`config.mk`:
```
export PLATFORM = sky130hd
export DESIGN_NAME = wb_port_arbiter
export DESIGN_NICKNAME = d
export VERILOG_FILES = /design/src/rtl/wb_port_arbiter_pkg.sv /design/src/rtl/mux128.sv /design/src/rtl/wb_port_arbiter.sv
export SDC_FILE = /design/constraint.sdc
export NUM_CORES = 1
export LEC_CHECK = 0
export CELL_PAD_IN_SITES_DETAIL_PLACEMENT = 1
export CELL_PAD_IN_SITES_GLOBAL_PLACEMENT = 2
export CORE_MARGIN = 2
export CORE_UTILIZATION = 22
export CTS_BUF_LIST = sky130_fd_sc_hd__clkbuf_16
export DETAILED_ROUTE_END_ITERATION = 8
export PLACE_DENSITY = 0.87
export SLEW_MARGIN = 20
export SYNTH_ARGS = -nofsm -noshare
export SYNTH_HDL_FRONTEND = slang
export SYNTH_HIERARCHICAL = 1
export SYNTH_SLANG_ARGS = --single-unit
```
`constraint.sdc`:
```
create_clock -name clk -period 3.2 [get_ports clk]
set_input_delay 0.96 -clock clk [delete_from_list [all_inputs] [get_ports clk]]
set_output_delay 0.96 -clock clk [all_outputs]
set_load 0.05 [all_outputs]
```
`src/rtl/wb_port_arbiter_pkg.sv`:
```
// Shared definitions for the register-file write-back arbiter.
// Holds the data/address widths and the write-source encodings so the hazard
// unit and benches decode wb_src the same way the arbiter drives it.
package wb_port_arbiter_pkg;

    localparam int unsigned DW = 128;  // write-back data width
    localparam int unsigned AW = 5;    // register address width

    // wb_src / mux_sel encodings
    localparam logic SRC_A = 1'b0;     // ALU result
    localparam logic SRC_B = 1'b1;     // load data

endpackage

```
`src/rtl/mux128.sv`:
```
// Existing 128-bit 2:1 datapath mux.
// Ports:
//   ina  - input selected when sel=0
//   inb  - input selected when sel=1
//   sel  - select
//   out  - selected data
module mux128 (
    input  logic [0:127] ina,
    input  logic [0:127] inb,
    input  logic         sel,
    output logic [0:127] out
);

    assign out = sel ? inb : ina;

endmodule

```
`src/rtl/wb_port_arbiter.sv`:
```
// Write-back port arbiter: shares the single register-file write port between
// producer A (ALU) and producer B (load data), and registers the winner into a
// one-deep valid/ready output stage.
// Ports:
//   clk, rst              - clock, synchronous active-high reset
//   a_valid/addr/data     - producer A request;  a_ready - A accepted this cycle
//   b_valid/addr/data     - producer B request;  b_ready - B accepted this cycle
//   mux_sel               - combinational select into the mux128 (0=A, 1=B)
//   wb_valid/ready        - output stage handshake toward the register file
//   wb_addr/data/src      - held write: address, data, source (0=A, 1=B)
//   conflict_cnt          - saturating count of cycles where one request was refused
module wb_port_arbiter #(
    parameter int unsigned DW         = wb_port_arbiter_pkg::DW,
    parameter int unsigned AW         = wb_port_arbiter_pkg::AW,
    parameter int unsigned FIXED_PRIO = 0,
    parameter int unsigned CW         = 16
) (
    input  logic          clk,
    input  logic          rst,
    input  logic          a_valid,
    input  logic [0:AW-1] a_addr,
    input  logic [0:DW-1] a_data,
    output logic          a_ready,
    input  logic          b_valid,
    input  logic [0:AW-1] b_addr,
    input  logic [0:DW-1] b_data,
    output logic          b_ready,
    output logic          mux_sel,
    output logic          wb_valid,
    input  logic          wb_ready,
    output logic [0:AW-1] wb_addr,
    output logic [0:DW-1] wb_data,
    output logic          wb_src,
    output logic [CW-1:0] conflict_cnt
);

    import wb_port_arbiter_pkg::*;

    logic          w_load;
    logic          w_pick_b;
    logic          w_a_ready;
    logic          w_b_ready;
    logic          w_accept;
    logic          w_conflict;
    logic [0:DW-1] w_mux_data;

    logic          r_wb_valid;
    logic          r_wb_src;
    logic [0:AW-1] r_wb_addr;
    logic [0:DW-1] r_wb_data;
    logic          r_last_grant;
    logic [CW-1:0] r_conflict_cnt;

    // Output stage can take new data when empty or draining this cycle.
    assign w_load = !r_wb_valid || wb_ready;

    always_comb begin
        w_pick_b = SRC_A;
        if (b_valid && !a_valid) begin
            w_pick_b = SRC_B;
        end else if (a_valid && b_valid && FIXED_PRIO == 0) begin
            // Round-robin: the side that did not win the last grant wins the tie.
            w_pick_b = !r_last_grant;
        end
    end

    // Readies are held low under reset so no producer thinks it was consumed.
    assign w_a_ready  = !rst && w_load && a_valid && !w_pick_b;
    assign w_b_ready  = !rst && w_load && b_valid && w_pick_b;
    assign w_accept   = w_a_ready || w_b_ready;
    assign w_conflict = a_valid && b_valid && w_load;

    mux128 u_mux128 (
        .ina (a_data),
        .inb (b_data),
        .sel (w_pick_b),
        .out (w_mux_data)
    );

    always_ff @(posedge clk) begin
        if (rst) begin
            r_wb_valid     <= 1'b0;
            r_wb_src       <= SRC_A;
            r_wb_addr      <= '0;
            r_wb_data      <= '0;
            r_last_grant   <= SRC_B;  // so A wins the first tie
            r_conflict_cnt <= '0;
        end else begin
            if (w_accept) begin
                r_wb_valid   <= 1'b1;
                r_wb_src     <= w_pick_b;
                r_wb_addr    <= w_pick_b ? b_addr : a_addr;
                r_wb_data    <= w_mux_data;
                r_last_grant <= w_pick_b;
            end else if (w_load) begin
                r_wb_valid <= 1'b0;
            end
            if (w_conflict && r_conflict_cnt != {CW{1'b1}}) begin
                r_conflict_cnt <= r_conflict_cnt + 1'b1;
            end
        end
    end

    assign a_ready      = w_a_ready;
    assign b_ready      = w_b_ready;
    assign mux_sel      = w_pick_b;
    assign wb_valid     = r_wb_valid;
    assign wb_addr      = r_wb_addr;
    assign wb_data      = r_wb_data;
    assign wb_src       = r_wb_src;
    assign conflict_cnt = r_conflict_cnt;

endmodule

```
* Word level (Yosys, flattened, before mapping)
Index checks and enable logic that the tools add are counted.
** Word-level totals
- Bits in registers :: 152
- Bits in latches :: 0
- Memory bits (writable) :: 0
- Bits in read-only memories :: 0
- Bits of input ports :: 271
- Word-level logic and storage cells :: 31
- Memories kept :: 0
** Operators by class
- Add/subtract/negate cells :: 1
- Multiply operators :: 0
- Divide/modulo/power cells :: 0
- Magnitude comparators :: 0
- Equality and inequality tests :: 1
- Shift-type cells :: 0
- Mux-type cells :: 6
- Bitwise logic cells :: 0
- Reduce and logical (&&, ||, !) cells :: 17
** Operators with widths (number)
- $mux W128 :: 1
- $add A16 B1 Y16 const B :: 1
- $ne A16 B16 Y1 const B :: 1
- $logic_and A1 B1 Y1 :: 9
- $logic_not A1 Y1 :: 5
- $mux W5 :: 1
- $mux W1 :: 4
- $logic_or A1 B1 Y1 :: 2
- $reduce_bool A2 Y1 :: 1

* Depth between registers and ports, before layout
- Word-level depth :: 7
- Depth in mapped cells :: 7
- Depth with buffers taken out :: 6

* By module
Netlist, hierarchy kept.
** By module, submodules not included
- wb_port_arbiter :: times used 1, cells each 686, area each 5497.8 sq um
- mux128 :: times used 1, cells each 142, area each 1619.1 sq um

* Worst setup path before layout
OpenSTA, ideal clock, no wires.
- Path kind :: input to output
- Start point :: input port b_valid
- End point :: output port b_ready
- Data arrival time :: 2.436 ns
- Required time :: 2.240 ns
- Slack :: -0.196 ns
- Cell stages on the path :: 3
- Buffers on the path :: 1
- Path through :: a21boi_0 > buf_1 > and2_1
** Between the ends
- Cells in the longest elaborated chain, start to end :: 4
- Elaborated cells between the ends (all ways) :: 6
** Ends and longest elaborated chain
- from (decl) :: line wb_port_arbiter.sv:24 : input logic b_valid,
- $logic_and A1 B1 Y1 :: line wb_port_arbiter.sv:61 : end else if (a_valid && b_valid && FIXED_PRIO == 0) begin
- $mux W1 :: line wb_port_arbiter.sv:61
- $mux W1 (*) :: line wb_port_arbiter.sv:59 : if (b_valid && !a_valid) begin
- named net mux_sel :: line wb_port_arbiter.sv:28 : output logic mux_sel,
- $logic_and A1 B1 Y1 (*) :: line wb_port_arbiter.sv:69 : assign w_b_ready = !rst && w_load && b_valid && w_pick_b;
- to (decl) :: line wb_port_arbiter.sv:27 : output logic b_ready,
The timed path passes the listed nets; every way through them passes the cells marked *.

* Worst setup path in the final report
- Start point :: input port wb_ready
- End point :: output port a_ready
** Between the ends
- Cells in the longest elaborated chain, start to end :: 4
** Ends and longest elaborated chain
- from (decl) :: line wb_port_arbiter.sv:30 : input logic wb_ready,
- $logic_or A1 B1 Y1 :: line wb_port_arbiter.sv:55 : assign w_load = !r_wb_valid || wb_ready;
- $logic_and A1 B1 Y1 (3 in a row) :: line wb_port_arbiter.sv:68 : assign w_a_ready = !rst && w_load && a_valid && !w_pick_b;
- to (decl) :: line wb_port_arbiter.sv:23 : output logic a_ready,
No other way between the ends.

==> reports/qor.yml <==
status: "finished, final reports clean"
p_leak_uw: 0.004507
antenna_found_initial: 1
cts_root_buffer: "clkbuf_16"
crit_end: "a_ready"
startpoint: "wb_ready"
finalHoldViolCount: 0
synth.most_common_cell: "nand2_1"
setup_viol: 0
final_cells: 1653
synth_common_cells: "nand2_1 (267), dfxtp_1 (152), a21oi_1 (131), mux2_2 (128), clkbuf_1 (28)"
routedWlPerCell_um: 17.01
cts_setup_buffers: 0
skew_ns: 0.008275
clk_pin_slew_ns: 0.06
globalRouteOverflowTotal: 0
max-slew-margin-rel: 0.4574
worstReg2RegEnd: "conflict_cnt[13]"
design.die.area_um2: 33800
yosysSeqAreaShare: 0.4276
rsz0062_at_grt: "false"
cts_tree: "yes"
synth-seq-cells: 152
fin_crit_sh: 0.9806
io_buffers: 424
multi_input_area_um2: 3727
drtAntennaViolNets: 0
n_fill_cell: 3666
rows: 65
final_nets: 1509
end_kind: "output port"
dr.pass1.iters: 4
start_util: 0.2244
yosys_warnings: 6
reg2reg_setup_slack_ns: 1.00
powerDensity_nw_per_um2: 457.4
cpPeakStageDelay_ns: 0.49
cts_num_sinks: 152
h-tree-depth: 4
dp_cells: 1620
drt_iter0_markers: 214
post_cts_resized: 0
synthTopCellsByArea: "dfxtp_1 (43%), mux2_2 (20%), nand2_1 (14%)"
critPathArrivalTime_ns: 2.18
hold_class: "reg2reg"
cts-buffers-inserted: 17
required_ns: 2.24
syn_inst: 828
tns_ns: 0
synth_nets: 1100
synth_top_cell_area_share: 0.4276
synth_edf_count: 0
irDropWorstVdd_v: 0.0003079
area_growth_pct: 75.21
synth_async_sr_flop_share: 0
ys_types: 35
syn_area_um2: 7117
dieWidth_um: 183.9
cts_buffer_depth: 2
cap_violations: 0
tightest_slew_ns: 0.8139
grt_pass1_vias: 7737
max_freq_mhz: 318.7
hpwlAfterDp_um: 21160
insertion_delay_ns: 0.42
finalMaxSlewViolations: 0
r2r-start: "conflict_cnt[0]"
reg2regPathDepth: 6
worstSetupPathType: "in2out"
yosys.area.top_type: "dfxtp_1"
layout-drive-gt1-share: 0.1568
grt_start_max_net_pins: 155
finalWirelength_um: 28120
vias: 7275
die_h_um: 183.9
synth_ff_type: "dfxtp_1"
cp_max_fo: 3
register_area_um2: 3043
drc: 0
min_period_ns: 3.138
avgSynthCellArea_um2: 8.595
slowest_stage: "clkdlybuf4s50_1"
cp-start-kind: "input port"
cp_cell_sequence: "clkdlybuf4s50_1, nand2b_1, and2b_1, nand2_1, nor2_2, buf_4"
grt_pass1_wl_um: 42520
grt_use_total: 0.1618
num_io_pins: 425
routed_via_density: 4.401
core-area_um2: 31720
hold_buffers: 0
power_uw: 5704
gp_congestion: 0.7464
hold_ws_ns: 0.4518
final_util: 0.3931
==> power by group <==
group | switching [uW] | internal [uW] | total (uW)
Sequential | 61.3 | 2010 | 2070
Combinational | 834 | 749 | 1580
Clock | 834 | 1220 | 2050
Total | 1730 | 3970 | 5700
==> metal layers <==
layer  vias to the layer above  part of all wire  global-route usage
met4                         0             0.023             0.05216
met3                        34             0.072             0.05091
met5                         -                 0                   0
met2                       237              0.50              0.2880
li1                       3592                 -                   -
met1                      3412              0.40              0.1831
==> state kept, by name, summed over array words and instances, names as in the netlist <==
register and cells:
wb_src 1, wb_addr 5, r_last_grant 1, wb_data 128, wb_valid 1, conflict_cnt 16
==> per-stage QoR <==
stage / cell area (um2) / setup slack, ns
after floorplan: 7127 / 0.08690
after CTS: 12470 / 0.04723
after global placement: 11880 / 0.08151
final: 12470 / 0.06210
after detailed placement: 11880 / 0.06775
after global routing: 12470 / 0.01238
==> placed cells by master, fill, tap and decap left out, types with 6 or more instances in the layout <==
cell type and count:
xnor2_1 12, dfxtp_1 152, mux2_2 128, a21oi_1 131, mux2i_1 6, buf_12 13, nand2_1 267, clkbuf_16 17
buf_4 19, nor2_1 26, clkdlybuf4s50_1 420
==> cells by family (layout without fill, tap and decap cells) <==
logic type / count (synthesis) / count (layout) / synth area share
simple gates: 323 / 323 / 0.1857
flops: 152 / 152 / 0.4276
xor+xnor: 12 / 12 / 0.01477
other cells: 0 / 1 / 0
mux: 135 / 135 / 0.2126
fa+ha+maj: 1 / 1 / 0.001758
buf+inv: 62 / 484 / 0.05327
compound gates: 143 / 143 / 0.1044
==> how the worst min path moves through the flow <==
stage	startpoint	to	slack, ns	cells past startpoint
floorplan	r_last_grant	r_last_grant	0.45	1
global placement	wb_data[109]	wb_data[109]	0.44	2
detailed placement	wb_data[117]	wb_data[117]	0.45	2
CTS	wb_data[117]	wb_data[117]	0.45	2
global route	wb_data[8]	wb_data[8]	0.48	2
finish	wb_data[117]	wb_data[117]	0.45	2
==> area by class of cell <==
type / count / share of cell area
clock inverters: 15 / 0.01294
multi-input cells: 614 / 0.2989
clock buffers: 17 / 0.03412
repair buffers: 452 / 0.3695
diodes: 1 / 0.0002007
well taps: 402 / 0.04034
flip-flops and latches: 152 / 0.2440
==> critical path, delay by kind of cell <==
family,cells,cell delay (ns)
buffers and inverters,2,0.69
and+or+nand+nor,4,0.51
Note: power is estimated with default switching activity, not from simulation.
